**src/rtl/lc3_mem_access_if.sv**
```systemverilog
// Pipeline-side and memory-side handshake bundle for lc3_mem_access.
// master = the access unit itself, slave = pipeline stages plus memory model.
interface lc3_mem_access_if;
    logic        fetch_req;
    logic [15:0] fetch_pc;
    logic        fetch_done;
    logic [15:0] fetch_instr;

    logic        mem_req;
    logic        mem_we;
    logic        mem_indirect;
    logic [15:0] mem_addr;
    logic [15:0] mem_wdata;
    logic        mem_done;
    logic [15:0] mem_rdata;
    logic        mem_busy;
    logic        mem_err;

    logic        instrmem_rd;
    logic [15:0] pc;
    logic [15:0] Instr_dout;
    logic        complete_instr;

    logic        Data_en;
    logic        Data_rd;
    logic [15:0] Data_addr;
    logic [15:0] Data_din;
    logic [15:0] Data_dout;
    logic        complete_data;

    modport master (
        input  fetch_req, fetch_pc, mem_req, mem_we, mem_indirect, mem_addr, mem_wdata,
               Instr_dout, complete_instr, Data_dout, complete_data,
        output fetch_done, fetch_instr, mem_done, mem_rdata, mem_busy, mem_err,
               instrmem_rd, pc, Data_en, Data_rd, Data_addr, Data_din
    );

    modport slave (
        output fetch_req, fetch_pc, mem_req, mem_we, mem_indirect, mem_addr, mem_wdata,
               Instr_dout, complete_instr, Data_dout, complete_data,
        input  fetch_done, fetch_instr, mem_done, mem_rdata, mem_busy, mem_err,
               instrmem_rd, pc, Data_en, Data_rd, Data_addr, Data_din
    );
endinterface

```
**src/rtl/lc3_mem_access.sv**
```systemverilog
// LC3 memory initiator: instruction fetch channel plus data channel with LDI/STI pointer sequencing.
// Define LC3_MEM_TIMEOUT_EN to abort accesses whose complete_* does not arrive within TIMEOUT cycles.
module lc3_mem_access #(
    parameter logic [15:0] BASE_ADDR = 16'h3000,
    parameter int unsigned TIMEOUT   = 15
) (
    input logic              clk,
    input logic              reset,
    lc3_mem_access_if.master bus
);
    typedef enum logic {F_IDLE, F_WAIT} fstate_t;
    typedef enum logic [2:0] {IDLE, PTR, RD, WR, DONE} dstate_t;

    // The wait counters are 4 bits wide.
    if (TIMEOUT == 0 || TIMEOUT > 15) begin : g_timeout_range
        $error("lc3_mem_access: TIMEOUT must be in 1..15");
    end

    fstate_t     fstate_q, fstate_d;
    logic [15:0] pc_q, pc_d;
    logic        instrmem_rd_q, instrmem_rd_d;
    logic        fetch_done_q, fetch_done_d;
    logic [15:0] fetch_instr_q, fetch_instr_d;

    dstate_t     dstate_q, dstate_d;
    logic        data_en_q, data_en_d;
    logic        data_rd_q, data_rd_d;
    logic [15:0] data_addr_q, data_addr_d;
    logic [15:0] data_din_q, data_din_d;
    logic        mem_done_q, mem_done_d;
    logic [15:0] mem_rdata_q, mem_rdata_d;
    logic        mem_busy_q, mem_busy_d;
    logic        store_q, store_d;

`ifdef LC3_MEM_TIMEOUT_EN
    localparam logic [3:0] TMO_LAST = 4'(TIMEOUT - 1);
    logic [3:0] ftmr_q, ftmr_d;
    logic [3:0] dtmr_q, dtmr_d;
    logic       mem_err_q, mem_err_d;
`endif

    always_comb begin
        fstate_d      = fstate_q;
        pc_d          = pc_q;
        instrmem_rd_d = instrmem_rd_q;
        fetch_done_d  = 1'b0;
        fetch_instr_d = fetch_instr_q;
`ifdef LC3_MEM_TIMEOUT_EN
        ftmr_d        = '0;
`endif
        case (fstate_q)
            F_IDLE: begin
                if (bus.fetch_req) begin
                    pc_d          = bus.fetch_pc;
                    instrmem_rd_d = 1'b1;
                    fstate_d      = F_WAIT;
                end
            end
            F_WAIT: begin
                if (bus.complete_instr) begin
                    fetch_instr_d = bus.Instr_dout;
                    fetch_done_d  = 1'b1;
                    instrmem_rd_d = 1'b0;
                    fstate_d      = F_IDLE;
                end
`ifdef LC3_MEM_TIMEOUT_EN
                else if (ftmr_q == TMO_LAST) begin
                    instrmem_rd_d = 1'b0;
                    fstate_d      = F_IDLE;
                end else begin
                    ftmr_d = ftmr_q + 4'd1;
                end
`endif
            end
            default: fstate_d = F_IDLE;
        endcase
    end

    // The store flag is kept so the pointer phase knows whether to continue with RD or WR.
    always_comb begin
        dstate_d    = dstate_q;
        data_en_d   = data_en_q;
        data_rd_d   = data_rd_q;
        data_addr_d = data_addr_q;
        data_din_d  = data_din_q;
        mem_done_d  = 1'b0;
        mem_rdata_d = mem_rdata_q;
        mem_busy_d  = mem_busy_q;
        store_d     = store_q;
`ifdef LC3_MEM_TIMEOUT_EN
        dtmr_d      = '0;
        mem_err_d   = 1'b0;
`endif
        case (dstate_q)
            IDLE: begin
                if (bus.mem_req) begin
                    data_addr_d = bus.mem_addr;
                    store_d     = bus.mem_we;
                    data_en_d   = 1'b1;
                    mem_busy_d  = 1'b1;
                    if (bus.mem_we) data_din_d = bus.mem_wdata;
                    if (bus.mem_indirect) begin
                        data_rd_d = 1'b1;
                        dstate_d  = PTR;
                    end else if (bus.mem_we) begin
                        data_rd_d = 1'b0;
                        dstate_d  = WR;
                    end else begin
                        data_rd_d = 1'b1;
                        dstate_d  = RD;
                    end
                end
            end
            PTR, RD, WR: begin
                if (bus.complete_data) begin
                    if (dstate_q == PTR) begin
                        data_addr_d = bus.Data_dout;
                        data_rd_d   = !store_q;
                        dstate_d    = store_q ? WR : RD;
                    end else begin
                        if (dstate_q == RD) mem_rdata_d = bus.Data_dout;
                        data_en_d = 1'b0;
                        data_rd_d = 1'b0;
                        dstate_d  = DONE;
                    end
                end
`ifdef LC3_MEM_TIMEOUT_EN
                else if (dtmr_q == TMO_LAST) begin
                    data_en_d  = 1'b0;
                    data_rd_d  = 1'b0;
                    mem_busy_d = 1'b0;
                    mem_err_d  = 1'b1;
                    dstate_d   = IDLE;
                end else begin
                    dtmr_d = dtmr_q + 4'd1;
                end
`endif
            end
            DONE: begin
                mem_done_d = 1'b1;
                mem_busy_d = 1'b0;
                dstate_d   = IDLE;
            end
            default: dstate_d = IDLE;
        endcase
    end

    always_ff @(posedge clk or negedge reset) begin
        if (!reset) begin
            fstate_q      <= F_IDLE;
            pc_q          <= BASE_ADDR;
            instrmem_rd_q <= 1'b0;
            fetch_done_q  <= 1'b0;
            fetch_instr_q <= '0;
            dstate_q      <= IDLE;
            data_en_q     <= 1'b0;
            data_rd_q     <= 1'b0;
            data_addr_q   <= '0;
            data_din_q    <= '0;
            mem_done_q    <= 1'b0;
            mem_rdata_q   <= '0;
            mem_busy_q    <= 1'b0;
            store_q       <= 1'b0;
`ifdef LC3_MEM_TIMEOUT_EN
            ftmr_q        <= '0;
            dtmr_q        <= '0;
            mem_err_q     <= 1'b0;
`endif
        end else begin
            fstate_q      <= fstate_d;
            pc_q          <= pc_d;
            instrmem_rd_q <= instrmem_rd_d;
            fetch_done_q  <= fetch_done_d;
            fetch_instr_q <= fetch_instr_d;
            dstate_q      <= dstate_d;
            data_en_q     <= data_en_d;
            data_rd_q     <= data_rd_d;
            data_addr_q   <= data_addr_d;
            data_din_q    <= data_din_d;
            mem_done_q    <= mem_done_d;
            mem_rdata_q   <= mem_rdata_d;
            mem_busy_q    <= mem_busy_d;
            store_q       <= store_d;
`ifdef LC3_MEM_TIMEOUT_EN
            ftmr_q        <= ftmr_d;
            dtmr_q        <= dtmr_d;
            mem_err_q     <= mem_err_d;
`endif
        end
    end

    assign bus.pc          = pc_q;
    assign bus.instrmem_rd = instrmem_rd_q;
    assign bus.fetch_done  = fetch_done_q;
    assign bus.fetch_instr = fetch_instr_q;
    assign bus.Data_en     = data_en_q;
    assign bus.Data_rd     = data_rd_q;
    assign bus.Data_addr   = data_addr_q;
    assign bus.Data_din    = data_din_q;
    assign bus.mem_done    = mem_done_q;
    assign bus.mem_rdata   = mem_rdata_q;
    assign bus.mem_busy    = mem_busy_q;
`ifdef LC3_MEM_TIMEOUT_EN
    assign bus.mem_err     = mem_err_q;
`else
    assign bus.mem_err     = 1'b0;
`endif
endmodule

```
**src/flat_wrapper.sv**
```systemverilog
// flat-port wrapper written by rule: the top's interface ports become plain ports
module lc3_mem_access_flat 
#(
    parameter logic [15:0] BASE_ADDR = 16'h3000,
    parameter int unsigned TIMEOUT   = 15
)
  (clk, reset, bus_fetch_req, bus_fetch_pc, bus_mem_req, bus_mem_we, bus_mem_indirect, bus_mem_addr, bus_mem_wdata, bus_Instr_dout, bus_complete_instr, bus_Data_dout, bus_complete_data, bus_fetch_done, bus_fetch_instr, bus_mem_done, bus_mem_rdata, bus_mem_busy, bus_mem_err, bus_instrmem_rd, bus_pc, bus_Data_en, bus_Data_rd, bus_Data_addr, bus_Data_din);
  lc3_mem_access_if bus_i ();
  input logic clk;
  input logic reset;
  input wire logic [$bits(bus_i.fetch_req)-1:0] bus_fetch_req;
  input wire logic [$bits(bus_i.fetch_pc)-1:0] bus_fetch_pc;
  input wire logic [$bits(bus_i.mem_req)-1:0] bus_mem_req;
  input wire logic [$bits(bus_i.mem_we)-1:0] bus_mem_we;
  input wire logic [$bits(bus_i.mem_indirect)-1:0] bus_mem_indirect;
  input wire logic [$bits(bus_i.mem_addr)-1:0] bus_mem_addr;
  input wire logic [$bits(bus_i.mem_wdata)-1:0] bus_mem_wdata;
  input wire logic [$bits(bus_i.Instr_dout)-1:0] bus_Instr_dout;
  input wire logic [$bits(bus_i.complete_instr)-1:0] bus_complete_instr;
  input wire logic [$bits(bus_i.Data_dout)-1:0] bus_Data_dout;
  input wire logic [$bits(bus_i.complete_data)-1:0] bus_complete_data;
  output wire logic [$bits(bus_i.fetch_done)-1:0] bus_fetch_done;
  output wire logic [$bits(bus_i.fetch_instr)-1:0] bus_fetch_instr;
  output wire logic [$bits(bus_i.mem_done)-1:0] bus_mem_done;
  output wire logic [$bits(bus_i.mem_rdata)-1:0] bus_mem_rdata;
  output wire logic [$bits(bus_i.mem_busy)-1:0] bus_mem_busy;
  output wire logic [$bits(bus_i.mem_err)-1:0] bus_mem_err;
  output wire logic [$bits(bus_i.instrmem_rd)-1:0] bus_instrmem_rd;
  output wire logic [$bits(bus_i.pc)-1:0] bus_pc;
  output wire logic [$bits(bus_i.Data_en)-1:0] bus_Data_en;
  output wire logic [$bits(bus_i.Data_rd)-1:0] bus_Data_rd;
  output wire logic [$bits(bus_i.Data_addr)-1:0] bus_Data_addr;
  output wire logic [$bits(bus_i.Data_din)-1:0] bus_Data_din;
  assign bus_i.fetch_req = bus_fetch_req;
  assign bus_i.fetch_pc = bus_fetch_pc;
  assign bus_i.mem_req = bus_mem_req;
  assign bus_i.mem_we = bus_mem_we;
  assign bus_i.mem_indirect = bus_mem_indirect;
  assign bus_i.mem_addr = bus_mem_addr;
  assign bus_i.mem_wdata = bus_mem_wdata;
  assign bus_i.Instr_dout = bus_Instr_dout;
  assign bus_i.complete_instr = bus_complete_instr;
  assign bus_i.Data_dout = bus_Data_dout;
  assign bus_i.complete_data = bus_complete_data;
  assign bus_fetch_done = bus_i.fetch_done;
  assign bus_fetch_instr = bus_i.fetch_instr;
  assign bus_mem_done = bus_i.mem_done;
  assign bus_mem_rdata = bus_i.mem_rdata;
  assign bus_mem_busy = bus_i.mem_busy;
  assign bus_mem_err = bus_i.mem_err;
  assign bus_instrmem_rd = bus_i.instrmem_rd;
  assign bus_pc = bus_i.pc;
  assign bus_Data_en = bus_i.Data_en;
  assign bus_Data_rd = bus_i.Data_rd;
  assign bus_Data_addr = bus_i.Data_addr;
  assign bus_Data_din = bus_i.Data_din;
  lc3_mem_access #(.BASE_ADDR(BASE_ADDR), .TIMEOUT(TIMEOUT)) u_core (.clk(clk), .reset(reset), .bus(bus_i));
endmodule
```
**config.mk**
```make
export PLATFORM = sky130hd
export DESIGN_NAME = lc3_mem_access_flat
export DESIGN_NICKNAME = d
export VERILOG_FILES = /design/src/rtl/lc3_mem_access_if.sv /design/src/rtl/lc3_mem_access.sv /design/src/flat_wrapper.sv
export SDC_FILE = /design/constraint.sdc
export NUM_CORES = 1
export LEC_CHECK = 0
export CAP_MARGIN = 20
export CORE_AREA = 4 4 98 100
export CTS_CLUSTER_DIAMETER = 200
export DETAILED_ROUTE_END_ITERATION = 10
export DIE_AREA = 0 0 102 104
export PLACE_DENSITY_LB_ADDON = 0.2
export SYNTH_ARGS = -nofsm -noshare
export SYNTH_HDL_FRONTEND = slang
export SYNTH_SLANG_ARGS = --single-unit
export TNS_END_PERCENT = 30
```
**constraint.sdc**
```tcl
create_clock -name clk -period 4.1 [get_ports clk]
set_input_delay 0.41 -clock clk [delete_from_list [all_inputs] [get_ports clk]]
set_output_delay 0.41 -clock clk [all_outputs]
set_load 0.05 [all_outputs]
```
Word level (Yosys, flattened, before mapping)
Cells that the tools add are included.
{"block": "totals", "register_bits": 91, "latch_bits": 0, "ramBits": 0, "romBits": 0, "input_bits": 88, "out_inout_bits": 87, "elab_cells": 73, "mem_count": 0}
{"block": "classes", "add_sub_neg": 0, "multipliers": 0, "n_div": 0, "order_cmp": 0, "eq_ne": 10, "shifts": 0, "mux": 31, "n_bitwise": 2, "n_reduce_logical": 16}
{"op": "16-bit two-way mux", "count": 3}
{"op": "16-bit one-hot mux with 2 select lines", "count": 1}
{"op": "1-bit two-way mux", "count": 17}
{"op": "3-bit two-way mux", "count": 4}
{"op": "2-bit AND reduction", "count": 6}
{"op": "4-bit AND reduction", "count": 3}
{"op": "2-bit inequality test (second input constant)", "count": 5}
{"op": "1-bit one-hot mux with 2 select lines", "count": 5}
{"op": "3-bit by 2-bit == test with 1-bit output (second input constant)", "count": 2}
{"op": "3-bit one-hot mux with 2 select lines", "count": 1}
{"op": "3-bit AND reduction", "count": 2}
{"op": "2-bit nonzero test", "count": 2}
{"op": "3-bit by 1-bit == test with 1-bit output (second input constant)", "count": 1}
{"op": "3-bit == test (second input constant)", "count": 1}
{"op": "3-bit logical NOT", "count": 1}
{"op": "3-bit OR reduction", "count": 1}
{"op": "2-bit by 1-bit inequality test with 1-bit output (second input constant)", "count": 1}
{"op": "1-bit NOT", "count": 2}
{"op": "1-bit logical NOT", "count": 1}

Depth between registers and ports, before layout
Gate-level depths: netlist (run 1).
{"block": "logic_depth", "word_depth": 4, "depth_mapped": 5, "ltp_nobuf": 3}

Worst setup path before layout (run 1)
Ideal clock, no wire load.
{"block": "synth_path", "path_kind": "register to register", "startpoint": "register u_core.dstate_q[0]", "endpoint": "register u_core.data_addr_q[10], in the netlist u_core.bus.Data_addr[10]", "setup_ns": 0.125, "t_arrival_ns": 1.480, "required_ns": 3.975, "setup_slack_ns": 2.495, "path_stages_with_launch": 5, "n_path_buf": 1, "period_less_slack_ns": 1.605, "path_cell_list": "dfrtp_1 -> o21bai_2 -> buf_6 -> mux2_2 -> mux2_2"}
{"block": "synth_via", "elab_chain_len": 4, "elab_cells_between_ends": 11, "classes_between": "eq/ne (6); mux (1); reduce/logical (4)"}
{"element": "from (decl)", "line_no": "lc3_mem_access.sv:25", "source": "dstate_t dstate_q, dstate_d;"}
{"element": "from (signal assigned)", "line_no": "lc3_mem_access.sv:175", "source": "dstate_q <= dstate_d;"}
{"element": "3-bit by 2-bit == test with 1-bit output / 3-bit by 1-bit == test with 1-bit output (equally long branches)", "line_no": "lc3_mem_access.sv:94, lc3_mem_access.sv:116"}
{"element": "3-bit OR reduction", "line_no": "lc3_mem_access.sv:94", "source": "case (dstate_q)"}
{"element": "2-bit by 1-bit inequality test with 1-bit output (no source line), or another cell as far along"}
{"element": "4-bit AND reduction (no source line)"}
{"element": "to (signal assigned)", "line_no": "lc3_mem_access.sv:178", "source": "data_addr_q <= data_addr_d;"}
{"element": "to (decl)", "line_no": "lc3_mem_access.sv:28", "source": "logic [15:0] data_addr_q, data_addr_d;"}
Several ways; a longest one is shown, not always the timed one.
A chain may end at the register's enable or synchronous reset.

Worst setup path after layout (run 1)
{"block": "layout_path", "startpoint": "register u_core.dstate_q[1]", "endpoint": "register u_core.data_addr_q[14], in the netlist u_core.bus.Data_addr[14]"}
The elaborated chain is that of the path after synthesis.

==> results of run 1 <==
state kept, by name, indices dropped and copies added, names as in the netlist, 3 cells and up:
register                flops
u_core.bus.Data_addr       16
u_core.bus.pc              16
u_core.bus.Data_din        16
u_core.dstate_q             3
u_core.bus.fetch_instr     16
u_core.bus.mem_rdata       16
kinds of logic after synthesis:
family / synth area share
buffers and inverters: 0.0276
multiplexers: 0.302
other: 0.000998
flip-flops: 0.607
AND/OR/NAND/NOR: 0.0416
AO/OA/AOI/OAI: 0.0207
cell usage after synthesis (all sizes together), types with 2 or more instances:
cell and instances:
a21oi 4, buf 12, dfrtp 89, dfstp 2, inv 4, mux2 96
mux2i 2, nand2 2, nor2 5, nor2b 3, nor3b 3, o21ai 6
or3b 2
final cells by class:
cell class              instances  area (um^2)
clock buffers                  11          141
clock inverters                 5         37.5
fillers                       665         2950
inverters                       4         15.0
multi-input cells             132         1370
flip-flops and latches         91         2280
well taps                     108          135
repair buffers                176         1750
per-stage QoR:
stage,power [mW],setup WS [ns],area (um^2),hold WS [ns]
3_5_place_dp,4.30,1.78,5550,0.483
6_report,4.81,1.94,5730,0.114
4_1_cts,4.87,1.90,5730,0.133
2_1_floorplan,3.38,2.50,3760,0.114
3_3_place_gp,4.25,1.84,5550,0.469
5_1_grt,5.05,1.81,5730,0.162
worst paths after layout:
| kind | start | end | slack [ns] | cells after the start |
|---|---|---|---|---|
| worst min register to register | u_core.bus.mem_rdata[9] | u_core.bus.mem_rdata[9] | 0.50 | 1 |
| worst max-delay path | u_core.dstate_q[1] | u_core.bus.Data_addr[14] | 1.94 | 3 |
| worst max register to register | u_core.dstate_q[1] | u_core.bus.Data_addr[14] | 1.94 | 3 |
| max in group asynchronous | reset | u_core.bus.pc[13] | 3.01 | 2 |
| worst min-delay path | reset | u_core.bus.mem_rdata[3] | 0.11 | 1 |
| min in group clk | u_core.bus.mem_rdata[9] | u_core.bus.mem_rdata[9] | 0.50 | 1 |
layer usage:
metal	wire length (um)	vias up
met2	4180	122
met1	3420	1252
li1	-	1185
met5	0	-
met3	1230	4
met4	74	0
power breakdown:
part	total, mW	leakage (nW)	internal, mW	switching (mW)
sequential	1.49	1.07	1.26	0.227
combinational	2.77	1.25	1.11	1.67
clock	0.555	0.0859	0.240	0.315
total	4.81	2.40	2.61	2.21
==> impl_summary.log, run 1 <==
[metrics] outcome: completed
[metrics] Async SR Flop Fraction: 1.00
[metrics] Warnings, synthesis: 0
[metrics] count of mapped cells out of synthesis: roughly 240
[metrics] post-synth design cell area: 3760 um^2
[metrics] half-perimeter wire length after placement: 6.60 mm
[metrics] vertical extent of the die: ~100 um
[metrics] post-synthesis cell type count: 27
[metrics] Post-Route WL: 8.89 mm
[metrics] final routed wire length divided by cell count: 16.9 um
[metrics] CP Class: flip-flop to flip-flop
[metrics] leading cell type in the layout, fill and taps excluded: clkdlybuf4s50_1
[metrics] GR Util met2: 0.267
[metrics] buffer and inverter count on the worst path: 0
[metrics] cell taking the most area after synthesis: dfrtp_1
[metrics] initial DRC count: 42
[metrics] setup-violating endpoint count in the final report: 0
[metrics] pin count of the biggest net entering global routing: 59
[metrics] first-pass GRT wire length: 14.1 mm
[metrics] Final TNS setup: 0 ns
[metrics] Top Family by Delay on Critical Path: compound AO/OA/AOI/OAI gates
[metrics] core box area: 8680 um^2
[metrics] antenna diode count: 0
[metrics] total global routing overflow: 0
[metrics] Slowest Stage Delay on Critical Path: slightly above 0.8 ns
[metrics] Via Count: 2563
[metrics] total routing resource utilization after global routing: 0.169
[metrics] worst endpoint data arrival time: about 2.4 ns
[metrics] CTS tree: done
[metrics] met3 track utilization from global routing: 0.0973
[metrics] CP max stage cell: o21bai_2
[metrics] largest clock skew in the final design: 0.0172 ns
[metrics] drt pass-1 iters: 4
[metrics] CTS Root Cell: clkbuf_8
[metrics] post-synthesis sequential element count: between 90 and 100
[metrics] residual antenna-violating net count after detailed routing: 0
[metrics] Layout Utilization: 0.661
[metrics] final-report max-slew violation count: 0
[metrics] H-Tree Depth: 3
[metrics] Post-CTS Hold Fix Bufs: 0
[metrics] peak ir drop on the vdd network: 0.000471 V
[metrics] final hold viol count: 0
[metrics] x dimension of the die: 102 um
[metrics] met1 GRT Util: 0.199
[metrics] max capacitance violation total: 0
[metrics] share of cells above drive strength 1: 0.291
[metrics] buffers inserted during post-CTS setup optimization: 0
[metrics] Most Frequent Cell on Critical Path: mux2_2
[metrics] number of vias per cell after detailed routing: 4.86
[metrics] power density relative to cell area: 840 nW/um^2
[metrics] sequential area share after synthesis: 0.607
[metrics] number of gates resized after cts: 0
[metrics] final-stage net count: 502
[metrics] cells traversed along the worst timing path: o21bai_2 -> mux2_2 -> mux2_2
[metrics] maximum clock frequency: 463 MHz
[metrics] startpoint type of the worst setup path: flip-flop
[metrics] setup repair after global routing missed its margin: false
[metrics] Area growth, synth to finish: 52.6%
[metrics] minimum clock period after layout: 2.16 ns
[metrics] number of top-level pins: 175
[metrics] clock sink total: 91
[metrics] static leakage: 2.40 nW
[metrics] number of cells in the finished layout apart from fillers: 527
[metrics] count of flip-flops with a built-in enable after synthesis: 0
[metrics] Cell Rows: 34
[metrics] Clock Latency Late Sink: 0.34 ns
[metrics] Port Buf Inserts: 173
[metrics] detailed-route DRC error count: 0
[metrics] net count of the mapped netlist: 327
[metrics] Final period util: 0.527
[metrics] cts bufs inserted: 9
[metrics] routability congestion estimate: 0.759
[metrics] most frequent cells in the layout: clkdlybuf4s50_1, dfrtp_1, mux2_2, clkbuf_8, mux2_4
[metrics] fraction of synthesized cell area taken by the top area cell type: 0.593
[metrics] type of the most critical hold path: input pin to async pin
[metrics] largest cells by area after synthesis: dfrtp_1, mux2_2, mux2_4, dfstp_2, buf_6
[metrics] initial core utilization: 0.433
[metrics] vias in the first global route: roughly 2800
[metrics] number of antenna violations at the first check in global routing: 0
[metrics] clk buf depth: 2
[metrics] Die Footprint: 10600 um^2
[metrics] Clock transition at path regs: 0.09 ns
[metrics] syn_area_per_cell: 15.7 um^2
[metrics] most used routing layer: met2
[metrics] headroom to the max-slew limit: 0.358
[metrics] actual slew at the worst max-slew pin: 0.962 ns
[metrics] Primary FF master, synth: dfrtp_1
[metrics] Max FO, Critical Path: 17
[metrics] number of placed instances with taps included: 511
[metrics] sort of element at the end of the critical path: flip-flop
[metrics] worst endpoint required time: ~4.3 ns
Note: power is estimated with default switching activity, not from simulation.
==> run 2: changes to the inputs <==
Settings changed: CORE_AREA 4 4 98 100 to 4 4 101 103, DIE_AREA 0 0 102 104 to 0 0 105 107.
Clock period 4.1 ns to 2.25 ns, I/O delays scaled along.
==> impl_summary.log, run 2 (same netlist as run 1, synthesis figures left out) <==
[metrics] power density relative to cell area: 1530 nW/um^2 (+82%)
[metrics] CP Class: flip-flop to primary output
[metrics] half-perimeter wire length after placement: 6.79 mm (+2.8%)
[metrics] Pwr Total: 8.93 mW (+86%)
[metrics] total net switching power: 4.03 mW (+82%)
[metrics] final routed wire length divided by cell count: 16.8 um (-0.68%)
[metrics] antenna diode count: 0 (unchanged)
[metrics] Max FO, Critical Path: 2 (-15)
[metrics] worst endpoint data arrival time: 1.71 ns (-0.68 ns)
[metrics] CTS Root Cell: clkbuf_8
[metrics] clock sink total: 91 (unchanged)
[metrics] number of gates resized after cts: 0 (unchanged)
[metrics] leading cell type in the layout, fill and taps excluded: clkdlybuf4s50_1
[metrics] setup repair after global routing missed its margin: false
[metrics] total global routing overflow: 0 (unchanged)
[metrics] number of antenna violations at the first check in global routing: 0 (unchanged)
[metrics] Final TNS setup: 0 ns (unchanged)
[metrics] fraction of power consumed by combinational cells: 0.579 (+0.003)
[metrics] vias in the first global route: 2802 (-1.6%)
[metrics] most frequent cells in the layout: clkdlybuf4s50_1, dfrtp_1, mux2_2, clkbuf_8, buf_4
[metrics] most used routing layer: met2
[metrics] initial DRC count: 73 (+74%)
[metrics] routability congestion estimate: 0.738 (-2.9%)
[metrics] total routing resource utilization after global routing: 0.166 (-0.00319)
[metrics] x dimension of the die: 105 um (+2.9%)
[metrics] CP max stage cell: clkdlybuf4s50_1
[metrics] core box area: 9200 um^2 (+6.0%)
[metrics] Via Count: 2627 (+2.5%)
[metrics] Clock transition at path regs: 0.09 ns (about the same)
[metrics] setup-violating endpoint count in the final report: 0 (unchanged)
[metrics] largest clock skew in the final design: 0.00864 ns (-0.00858 ns)
[metrics] static leakage: 2.45 nW (+2.1%)
[metrics] Final period util: 0.861
[metrics] headroom to the max-slew limit: 0.405 (+0.0461)
[metrics] buffer and inverter count on the worst path: 1 (+1)
[metrics] Layout Utilization: 0.635 (-0.0261)
[metrics] detailed-route DRC error count: 0 (unchanged)
[metrics] switching portion of total power: 0.451 (-0.00794)
[metrics] power share of the clock group: 0.126 (+0.011)
[metrics] startpoint type of the worst setup path: flip-flop
[metrics] Port Buf Inserts: 173 (unchanged)
[metrics] cts bufs inserted: 9 (unchanged)
[metrics] H-Tree Depth: 3 (unchanged)
[metrics] maximum clock frequency: 516 MHz
[metrics] number of vias per cell after detailed routing: 4.88 (+0.40%)
[metrics] max capacitance violation total: 0 (unchanged)
[metrics] Post-Route WL: 9.02 mm (+1.4%)
[metrics] pin count of the biggest net entering global routing: 31 (-47%)
[metrics] initial core utilization: 0.408 (-0.0244)
[metrics] sort of element at the end of the critical path: primary output
[metrics] final hold viol count: 0 (unchanged)
[metrics] CTS tree: done
[metrics] peak ir drop on the vdd network: 0.000823 V (+74%)
[metrics] worst endpoint required time: 2.03 ns (-2.30 ns)
[metrics] Internal: 4.91 mW (+88%)
[metrics] final-stage net count: 510 (+1.6%)
[metrics] Clock Latency Late Sink: 0.35 ns (about the same)
[metrics] cells traversed along the worst timing path: clkdlybuf4s50_1
[metrics] first-pass GRT wire length: 14.7 mm (+4.2%)
[metrics] drt pass-1 iters: 4 (unchanged)
[metrics] GR Util met2: 0.266 (-0.00113)
[metrics] Die Footprint: 11200 um^2 (+5.9%)
[metrics] met3 track utilization from global routing: 0.0530 (-0.0443)
[metrics] number of top-level pins: 175 (unchanged)
[metrics] actual slew at the worst max-slew pin: 0.893 ns (-0.0691 ns)
[metrics] Slowest Stage Delay on Critical Path: 0.82 ns (about the same)
[metrics] Top Family by Delay on Critical Path: buffers and inverters
[metrics] Sequential Power Share: 0.294 (-0.015)
[metrics] residual antenna-violating net count after detailed routing: 0 (unchanged)
[metrics] share of cells above drive strength 1: 0.302 (+0.0109)
[metrics] vertical extent of the die: 107 um (+2.9%)
[metrics] Cell Rows: 35 (+2.9%)
[metrics] final-report max-slew violation count: 0 (unchanged)
[metrics] clk buf depth: 2 (unchanged)
[metrics] Area growth, synth to finish: 55.4%
[metrics] minimum clock period after layout: just under 2 ns
[metrics] type of the most critical hold path: input pin to async pin
[metrics] met1 GRT Util: 0.209 (+0.0106)
[metrics] outcome: completed
==> run 2: layout make-up <==
| cell class | instances | area [um^2] |
|---|---|---|
| clock inverters | 5 | 61.3 |
| clock buffers | 11 | 141 |
| fillers | 744 | 3360 |
| repair buffers | 184 | 1830 |
| multi-input cells | 132 | 1370 |
| flip-flops and latches | 91 | 2280 |
| well taps | 111 | 139 |
| inverters | 4 | 15.0 |
==> run 2: final timing paths <==
kind | from | to | slack (ns) | depth (start not counted)
hold / removal | reset | u_core.bus.mem_rdata[1] | 0.33 | 2
hold reg to reg | u_core.bus.mem_rdata[9] | u_core.bus.mem_rdata[9] | 0.50 | 1
setup reg to reg | u_core.dstate_q[0] | u_core.bus.Data_addr[5] | 0.35 | 3
max in group asynchronous | reset | u_core.bus.Data_addr[7] | 1.31 | 3
min in group clk | bus_complete_instr | u_core.fstate_q | 0.47 | 3
setup / recovery | u_core.bus.pc[12] | bus_pc[12] | 0.31 | 1
==> run 2: power by group through the flow <==
stage | registers [mW] | clock network [mW] | logic [mW]
after floorplan | 4.83 | 0 | 1.33
after global placement | 2.64 | 0 | 5.16
after detailed placement | 2.67 | 0 | 5.22
after CTS | 2.64 | 1.17 | 5.23
after global routing | 2.73 | 1.24 | 5.39
final | 2.63 | 1.13 | 5.17
==> run 2: repair_timing <==
item / CTS / global route
hold endpoints to repair: 24 / 0
hold buffers: 1 / 0
buffers inserted: 0 / 0
==> run 2: routing by layer <==
layer	part of all wire	routed length, um
met1	0.42	3750
met2	0.49	4400
met3	0.078	700
met4	0.018	161
met5	0	0
==> run 2: worst register-to-register path: cells and delay by family (launching register included) <==
kind | cells | cell delay [ns]
mux | 2 | 0.68
compound gates | 1 | 0.72
flops | 1 | 0.39
==> run 2: through the flow <==
step                      setup WS, ns  hold WS (ns)  cells  instance area, um^2
after detailed placement         0.324         0.169    521                 5620
final                            0.312         0.329    538                 5840
after global routing             0.242         0.351    538                 5840
after CTS                        0.289         0.324    538                 5840
after floorplan                  0.645       -0.0706    239                 3760
after global placement           0.354         0.168    521                 5620
==> run 3: changes to the inputs <==
Settings changed: CTS_CLUSTER_SIZE from default to 14.
==> results of run 3 <==
The final DEF is identical to that of run 2; final timing and power are the same.
